## src/rtl/div_unit.sv

```systemverilog
// Multi-cycle radix-2 restoring divider for DIV/DIVU; result = {remainder, quotient}.
// Optional DIV_ZERO_FAST_EN: divide by zero finishes one cycle after acceptance.
module div_unit #(
    parameter int WIDTH = 32,
    parameter int CNT_W = 6
) (
    input  logic               clk,
    input  logic               resetn,
    input  logic               start,
    input  logic               signed_div,
    input  logic               annul,
    input  logic [WIDTH-1:0]   opa,
    input  logic [WIDTH-1:0]   opb,
    output logic               div_ready,
    output logic [2*WIDTH-1:0] result
);

`ifdef DIV_ZERO_FAST_EN
    localparam bit FAST_ZERO = 1'b1;
`else
    localparam bit FAST_ZERO = 1'b0;
`endif

    localparam logic [CNT_W-1:0] LAST = CNT_W'(WIDTH - 1);

    typedef enum logic [1:0] {
        IDLE = 2'd0,
        BUSY = 2'd1,
        DONE = 2'd2
    } state_t;

    state_t state_q, state_d;

    logic [CNT_W-1:0]   cnt_q, cnt_d;
    logic [WIDTH-1:0]   rem_q, rem_d;
    logic [WIDTH-1:0]   quo_q, quo_d;
    logic [WIDTH-1:0]   dvs_q, dvs_d;
    logic               qneg_q, qneg_d;
    logic               rneg_q, rneg_d;
    logic               dz_q, dz_d;
    logic [2*WIDTH-1:0] result_q, result_d;
    logic               ready_q, ready_d;

    logic               accept;
    logic               zero_b;
    logic [WIDTH-1:0]   abs_a;
    logic [WIDTH-1:0]   abs_b;
    logic [WIDTH:0]     shl;
    logic [WIDTH:0]     diff;
    logic               step_ge;
    logic [WIDTH-1:0]   rem_step;
    logic [WIDTH-1:0]   quo_step;
    logic [WIDTH-1:0]   rem_fix;
    logic [WIDTH-1:0]   quo_fix;

    assign accept = (state_q == IDLE) && start && !annul;
    assign zero_b = (opb == '0);
    assign abs_a  = (signed_div && opa[WIDTH-1]) ? (~opa + 1'b1) : opa;
    assign abs_b  = (signed_div && opb[WIDTH-1]) ? (~opb + 1'b1) : opb;

    // One restoring step: partial remainder stays below the divisor, so WIDTH+1 bits suffice.
    assign shl      = {rem_q, quo_q[WIDTH-1]};
    assign diff     = shl - {1'b0, dvs_q};
    assign step_ge  = !diff[WIDTH];
    assign rem_step = step_ge ? diff[WIDTH-1:0] : shl[WIDTH-1:0];
    assign quo_step = {quo_q[WIDTH-2:0], step_ge};

    // Divide by zero keeps the all-ones quotient; the remainder fix restores the raw dividend.
    assign quo_fix = (qneg_q && !dz_q) ? (~quo_step + 1'b1) : quo_step;
    assign rem_fix = rneg_q ? (~rem_step + 1'b1) : rem_step;

    always_ff @(posedge clk or negedge resetn) begin
        if (!resetn) begin
            state_q <= IDLE;
        end else begin
            state_q <= state_d;
        end
    end

    always_comb begin
        state_d = state_q;
        unique case (state_q)
            IDLE: begin
                if (accept) begin
                    state_d = (FAST_ZERO && zero_b) ? DONE : BUSY;
                end
            end
            BUSY: begin
                if (cnt_q == LAST) begin
                    state_d = DONE;
                end
            end
            DONE: begin
                state_d = IDLE;
            end
            default: begin
                state_d = IDLE;
            end
        endcase
        if (annul) begin
            state_d = IDLE;
        end
    end

    always_comb begin
        cnt_d    = cnt_q;
        rem_d    = rem_q;
        quo_d    = quo_q;
        dvs_d    = dvs_q;
        qneg_d   = qneg_q;
        rneg_d   = rneg_q;
        dz_d     = dz_q;
        result_d = result_q;
        ready_d  = (state_d == DONE);
        if (accept) begin
            cnt_d  = '0;
            rem_d  = '0;
            quo_d  = abs_a;
            dvs_d  = abs_b;
            qneg_d = signed_div && (opa[WIDTH-1] ^ opb[WIDTH-1]);
            rneg_d = signed_div && opa[WIDTH-1];
            dz_d   = zero_b;
            if (FAST_ZERO && zero_b) begin
                result_d = {opa, {WIDTH{1'b1}}};
            end
        end
        if (state_q == BUSY && !annul) begin
            cnt_d = cnt_q + 1'b1;
            rem_d = rem_step;
            quo_d = quo_step;
            if (cnt_q == LAST) begin
                result_d = {rem_fix, quo_fix};
            end
        end
    end

    always_ff @(posedge clk or negedge resetn) begin
        if (!resetn) begin
            cnt_q    <= '0;
            rem_q    <= '0;
            quo_q    <= '0;
            dvs_q    <= '0;
            qneg_q   <= 1'b0;
            rneg_q   <= 1'b0;
            dz_q     <= 1'b0;
            result_q <= '0;
            ready_q  <= 1'b0;
        end else begin
            cnt_q    <= cnt_d;
            rem_q    <= rem_d;
            quo_q    <= quo_d;
            dvs_q    <= dvs_d;
            qneg_q   <= qneg_d;
            rneg_q   <= rneg_d;
            dz_q     <= dz_d;
            result_q <= result_d;
            ready_q  <= ready_d;
        end
    end

    assign div_ready = ready_q;
    assign result    = result_q;

endmodule

```

## config.mk

```make
export PLATFORM = sky130hd
export DESIGN_NAME = div_unit
export DESIGN_NICKNAME = d
export VERILOG_FILES = /design/src/rtl/div_unit.sv
export SDC_FILE = /design/constraint.sdc
export NUM_CORES = 1
export LEC_CHECK = 0
export CORE_MARGIN = 8
export CORE_UTILIZATION = 40
export DETAILED_ROUTE_END_ITERATION = 12
export MAX_ROUTING_LAYER = met4
export SYNTH_ARGS = -nofsm -noshare
export SYNTH_HDL_FRONTEND = slang
export SYNTH_SLANG_ARGS = --single-unit
```

## constraint.sdc

```tcl
create_clock -name clk -period 5.5 [get_ports clk]
set_input_delay 0.55 -clock clk [delete_from_list [all_inputs] [get_ports clk]]
set_output_delay 0.55 -clock clk [all_outputs]
set_load 0.02 [all_outputs]
```

==> flow_summary.toml, run 1 <==
[run_status]
status = "finished clean"

[timing]
min_period_over_period_pct = 92.3
final-max-slew-violation-count = 0
max_slew_margin_pct = 31.4
final.min_clock_period_ps = 5080
worst_pin_slew_ps = 1030
totalNegativeSetupSlack_ps = 0
fmax_mhz = 197
worst_clock_skew_ps = 18.8
fin_ws_ps = 421
finalSetupViolations = 0
hold_viol = 0
rsz0062_at_grt = "false"

[cts]
htreeDepth = 4
cts_sinks = 172
cts_buffers = 17
cts_buffer_depth = 2
ctsHoldBuffers = 0
clk_latency_ps = 460
root_buffer = "clkbuf_16"
cts_tree = "done"
clkTransAtPathRegs_ps = 80

[worst_setup_path]
cp-start-kind = "register"
end_kind = "register"
crit_fanout = 11
crit_type = "register to register"
cp.arrival_ps = 5400
worstPathRequired_ps = 5820

[die]
initial_utilization_pct = 40.8
rows = 62
die_h_um = 187
io_pins = 134
die_area_sq_um = 35100
dieWidth_um = 187
core_sq_um = 28800

[finish]
multiInputGateArea_sq_um = 6920
area_growth_pct = 19.4
antennaDiodeCount = 0
nets = 1629
seqCellArea_sq_um = 4300
fillers = 2811
postLayoutCoreUtil_pct = 48.7
drive_above_1_share_pct = 5.34
postLayoutCellArea_sq_um = 14000

[pwr]
leakage_uw = 0.00585
peakVddDrop_v = 0.000247
power.density_nw_per_um2 = 303

[place]
place_area_sq_um = 13400
hpwlAfterDp_um = 26800
dp_worst_setup_slack_ps = 468
gp_congestion = 0.957
io_buffers = 133

[synthesis]
syn_nets = 1533
ys_warn_count = 0
syn_area_per_cell_sq_um = 8.22
synth_top_flop_cell = "dfrtp_1"
ys_ff_latch = 172
synthArstFlopShare_pct = 100
ys_seq_area_share_pct = 36.7
syn_inst = 1426
synth_enable_flop_cells = 0
synth_area_sq_um = 11700
ys_types = 77

[grt]
grt_use_total_pct = 20.4
grt_first_pass_wirelength_um = 56500
grt_overflow = 0
grt_max_degree = 88
antenna_found_initial = 0
grt_pass1_vias = 10202

[route]
wl_um = 34700
first_pass_iters = 5
drt_iter0_drc = 927
viasPerCell = 5.50
num_vias = 10563
drc = 0
wl_per_cell_um = 18.1
final_antenna_net_count = 0

[hold_path]
hold_path.class = "primary input to async pin"

[flow_run]
drv_cap = 0
## critical path: stages (launching register included)
cell      delay, ps
dfrtp_1         420
inv_1            70
ha_1            160
inv_1            60
fa_1            480
a211oi_4        270
o21bai_1        120
a21oi_2         180
o21ai_1          90
a311o_1         410
and3_4          260
nor2_4          160
clkinv_4        120
mux2i_2         240
ha_1            260
inv_1            90
or3_1           390
nor3_1          160
o21ai_0         160
o41ai_4         120
nand4_1         150
buf_4           200
o21ai_1         160
xnor2_1         140
o21ai_1          70
## cells in the final DEF (no fill, tap or decap), types with 6 or more instances in the layout
master,count
nand2_1,208
o21ai_0,201
dfrtp_1,172
clkdlybuf4s50_1,132
xnor2_1,87
a21oi_1,84
nor2_1,82
inv_1,61
xor2_1,48
ha_1,37
nor3_1,36
a22oi_1,34
nand3_1,22
mux2i_1,21
nor4_1,17
clkbuf_16,17
o21ai_1,16
buf_4,16
nand4_1,14
a21o_1,13
o31ai_1,13
nand2b_1,12
a31oi_1,12
or4_1,11
or3_1,10
nor2b_1,10
and2_1,9
o41ai_1,9
o211ai_1,8
nand3b_1,6
a21boi_0,6
and3_1,6
## routing by layer
layer	vias to the layer above	part of all wire (%)	global-route usage, %
met3	35	6.5	3.99
li1	5256	-	-
met4	0	1.4	5.04
met2	329	40	27.3
met5	-	0	-
met1	4943	52	30.6
## cells in the mapped netlist, types with 3 or more instances
master	instances	area, sq um
a21boi_0	6	45.0
buf_4	4	30.0
o21ai_1	19	95.1
o31ai_1	13	97.6
and2_1	9	56.3
inv_1	61	229
nand4b_1	3	26.3
nor3b_1	4	30.0
a21o_1	13	97.6
xnor2_1	87	762
o311ai_0	4	35.0
o41ai_1	9	78.8
or3_1	10	62.6
nor3_1	36	180
mux2_2	4	45.0
or4_1	11	82.6
nand3_1	22	110
o21a_1	5	37.5
nand3b_1	6	45.0
a21oi_1	85	425
o21bai_1	5	37.5
a31oi_1	12	75.1
o2111ai_1	3	26.3
and3_1	6	37.5
o31a_1	4	35.0
nand4_1	14	87.6
a211oi_1	3	22.5
o21ai_0	201	1010
a22oi_1	34	255
or2_2	3	18.8
nand2b_1	12	75.1
dfrtp_1	172	4300
xor2_1	48	420
nand2_1	209	785
a21oi_2	4	35.0
nor4_1	17	106
nor2_1	82	308
buf_2	11	55.1
mux2i_1	22	220
o211ai_1	8	60.1
clkbuf_1	57	214
nor2b_1	10	62.6
ha_1	37	463
## cell families after synthesis
family | Yosys count | synth area share (%)
simple gates | 464 | 18.5
flops | 172 | 36.7
mux | 26 | 2.26
xor+xnor | 135 | 10.1
compound gates | 456 | 23.7
fa+ha+maj | 38 | 4.12
buf+inv | 135 | 4.67
## metrics by stage
stage / instances / total power [uW] / hold WS [ps]
floorplan: 1426 / 2570 / 254
global placement: 1886 / 3000 / 462
detailed placement: 1886 / 3010 / 470
CTS: 1918 / 4240 / 171
global route: 1919 / 4510 / 210
finish: 1919 / 4250 / 111
## worst paths after layout
| kind | startpoint | end | slack [ps] | depth (start not counted) |
|---|---|---|---|---|
| max in group asynchronous | resetn | quo_q[23]$_DFFE_PN0P_ | 4420 | 2 |
| worst min register to register | result[45]$_DFFE_PN0P_ | result[45]$_DFFE_PN0P_ | 480 | 2 |
| min in group clk | result[45]$_DFFE_PN0P_ | result[45]$_DFFE_PN0P_ | 480 | 2 |
| worst min-delay path | resetn | dvs_q[17]$_DFFE_PN0P_ | 110 | 1 |
| worst max-delay path | quo_q[31]$_DFFE_PN0P_ | result[58]$_DFFE_PN0P_ | 420 | 24 |
| worst max register to register | quo_q[31]$_DFFE_PN0P_ | result[58]$_DFFE_PN0P_ | 420 | 24 |
## sequential cells by signal, summed over array words and instances, names as in the netlist
signal and flops:
cnt_q 6, div_ready 1, dvs_q 32, dz_q 1
qneg_q 1, quo_q 32, rem_q 32, result 64
rneg_q 1, state_q 2
## where the power goes
group          switching [uW]  internal [uW]  total, uW
sequential                146           1390       1530
combinational             898            588       1490
clock                     609            618       1230
## area by class of cell
cell class,instances,area share [%]
flip-flops and latches,172,30.7
multi-input cells,1119,49.4
well taps,384,3.43
repair buffers,150,10.5
clock inverters,14,1.08
clock buffers,18,3.14
inverters,62,1.70
## repair_timing
| action | CTS | global route |
|---|---|---|
| setup buffers | 0 | 1 |
| endpoints found under the hold margin | 0 | 0 |
| setup endpoints to repair | 0 | 4 |
| resized for setup | 0 | 4 |
Power figures use the tool's default switching activity.
==> run 2: changes to the inputs <==
--- a/config.mk
+++ b/config.mk
@@ -5,10 +5,13 @@
 export SDC_FILE = /design/constraint.sdc
 export NUM_CORES = 1
 export LEC_CHECK = 0
+export CELL_PAD_IN_SITES_DETAIL_PLACEMENT = 2
+export CELL_PAD_IN_SITES_GLOBAL_PLACEMENT = 2
 export CORE_MARGIN = 8
-export CORE_UTILIZATION = 40
+export CORE_UTILIZATION = 34
 export DETAILED_ROUTE_END_ITERATION = 12
 export MAX_ROUTING_LAYER = met4
+export PLACE_DENSITY_LB_ADDON = 0.1
 export SYNTH_ARGS = -nofsm -noshare
 export SYNTH_HDL_FRONTEND = slang
 export SYNTH_SLANG_ARGS = --single-unit
==> flow_summary.toml, run 2 (synthesis gave the netlist of run 1 again) <==
[cts]
cts_buffers = 17
clkTransAtPathRegs_ps = 70
ctsHoldBuffers = 0
cts_sinks = 172
clk_latency_ps = 450
root_buffer = "clkbuf_16"
htreeDepth = 4
cts_tree = "done"
cts_buffer_depth = 2

[route]
viasPerCell = 5.50
wl_per_cell_um = 21.2
first_pass_iters = 5
wl_um = 42200
drt_iter0_drc = 642
drc = 0
final_antenna_net_count = 0
num_vias = 10948

[flow_run]
drv_cap = 0

[timing]
final-max-slew-violation-count = 0
worst_clock_skew_ps = 12.4
hold_viol = 0
final.min_clock_period_ps = 5130
fmax_mhz = 195
fin_ws_ps = 373
finalSetupViolations = 0
worst_pin_slew_ps = 1090
max_slew_margin_pct = 26.9
min_period_over_period_pct = 93.2

[grt]
antenna_found_initial = 0
grt_pass1_vias = 11747
grt_first_pass_wirelength_um = 67900
grt_use_total_pct = 21.3
grt_overflow = 0
grt_max_degree = 94

[worst_setup_path]
cp-start-kind = "register"
worstPathRequired_ps = 5810
cp.arrival_ps = 5430
crit_fanout = 11
crit_type = "register to register"
end_kind = "register"

[pwr]
pwr-share-clk_pct = 28.1
peakVddDrop_v = 0.000225
leakage_uw = 0.00583
power.density_nw_per_um2 = 308
sequentialPowerShare_pct = 35.7
power.total_uw = 4320
p_int_uw = 2630
p_comb_share_pct = 36.2
swShare_pct = 39.2
power.switching_uw = 1690

[finish]
layout_commonest_cell = "nand2_1"
area_growth_pct = 19.8
nets = 1629
largest_reg_flops = 64
antennaDiodeCount = 0
drive_above_1_share_pct = 5.22
final_cell_mix = "208 x nand2_1, 201 x o21ai_0, 172 x dfrtp_1"

[place]
gp_congestion = 0.886
hpwlAfterDp_um = 32500
io_buffers = 133
dp_worst_setup_slack_ps = 302

[die]
die_area_sq_um = 40700
io_pins = 134
rows = 68
dieWidth_um = 202
core_sq_um = 34300
die_h_um = 202
initial_utilization_pct = 34.2

[run_status]
status = "finished clean"

[hold_path]
hold_path.class = "primary input to async pin"
run 2: final timing paths:
check                                             from                endpoint  slack, ps  depth (start not counted)
worst max-delay path             quo_q[31]$_DFFE_PN0P_  result[62]$_DFFE_PN0P_        370                         24
worst min-delay path                            resetn  result[54]$_DFFE_PN0P_        210                          1
worst max register to register   quo_q[31]$_DFFE_PN0P_  result[62]$_DFFE_PN0P_        370                         24
worst min register to register  result[46]$_DFFE_PN0P_  result[46]$_DFFE_PN0P_        470                          2
max in group asynchronous                       resetn   result[6]$_DFFE_PN0P_       4130                          2
min in group clk                result[46]$_DFFE_PN0P_  result[46]$_DFFE_PN0P_        470                          2
run 2: area by class of cell:
cell class / instances / area [sq um]
Clock buffer: 20 / 457
Clock inverter: 11 / 109
Fill cell: 3873 / 20200
Inverter: 62 / 238
Multi-Input combinational cell: 1119 / 6920
Sequential cell: 172 / 4300
Tap cell: 455 / 569
Timing Repair Buffer: 150 / 1460
run 2: power by group through the flow:
stage,combinational [uW],clock [uW],sequential [uW]
global placement,1490,0,1550
CTS,1550,1250,1540
floorplan,1070,0,1500
global route,1730,1290,1560
finish,1570,1220,1540
detailed placement,1530,0,1560
run 2: per-stage QoR:
step	TNS (ps)	instances	hold slack, ps	instance area [sq um]	utilization (%)
5_1_grt	-52.7	1989	243	14100	41.0
3_3_place_gp	0	1957	451	13500	39.3
3_5_place_dp	0	1957	470	13500	39.3
4_1_cts	0	1988	245	14000	40.9
6_report	0	1989	206	14100	41.0
2_1_floorplan	0	1426	254	11700	-
run 2: layer usage:
layer	wire length [um]	track usage [%]	part of all wire (%)	vias to the layer above
met3	1380	3.35	3.3	30
met2	18400	31.3	44	194
met4	492	4.59	1.2	0
li1	-	-	-	5260
met1	21900	30.4	52	5464
met5	0	-	0	-
run 2: critical path, stage by stage, from the launching register on:
cell	delay, ps
dfrtp_1	410
inv_1	80
ha_1	160
inv_1	50
fa_1	490
a211oi_4	280
o21bai_1	130
a21oi_2	180
o21ai_1	100
a311o_1	420
and3_4	260
nor2_4	150
clkinv_4	100
mux2i_2	250
ha_2	260
inv_1	70
or3_1	400
nor3_1	180
o21ai_0	170
o41ai_4	130
nand4_1	150
buf_4	200
o21ai_1	150
xnor2_1	150
o21ai_1	70
run 2: what timing repair did:
action,in CTS,in global routing
endpoints found under the setup margin,0,4
resized for setup,0,4
setup buffers,0,1
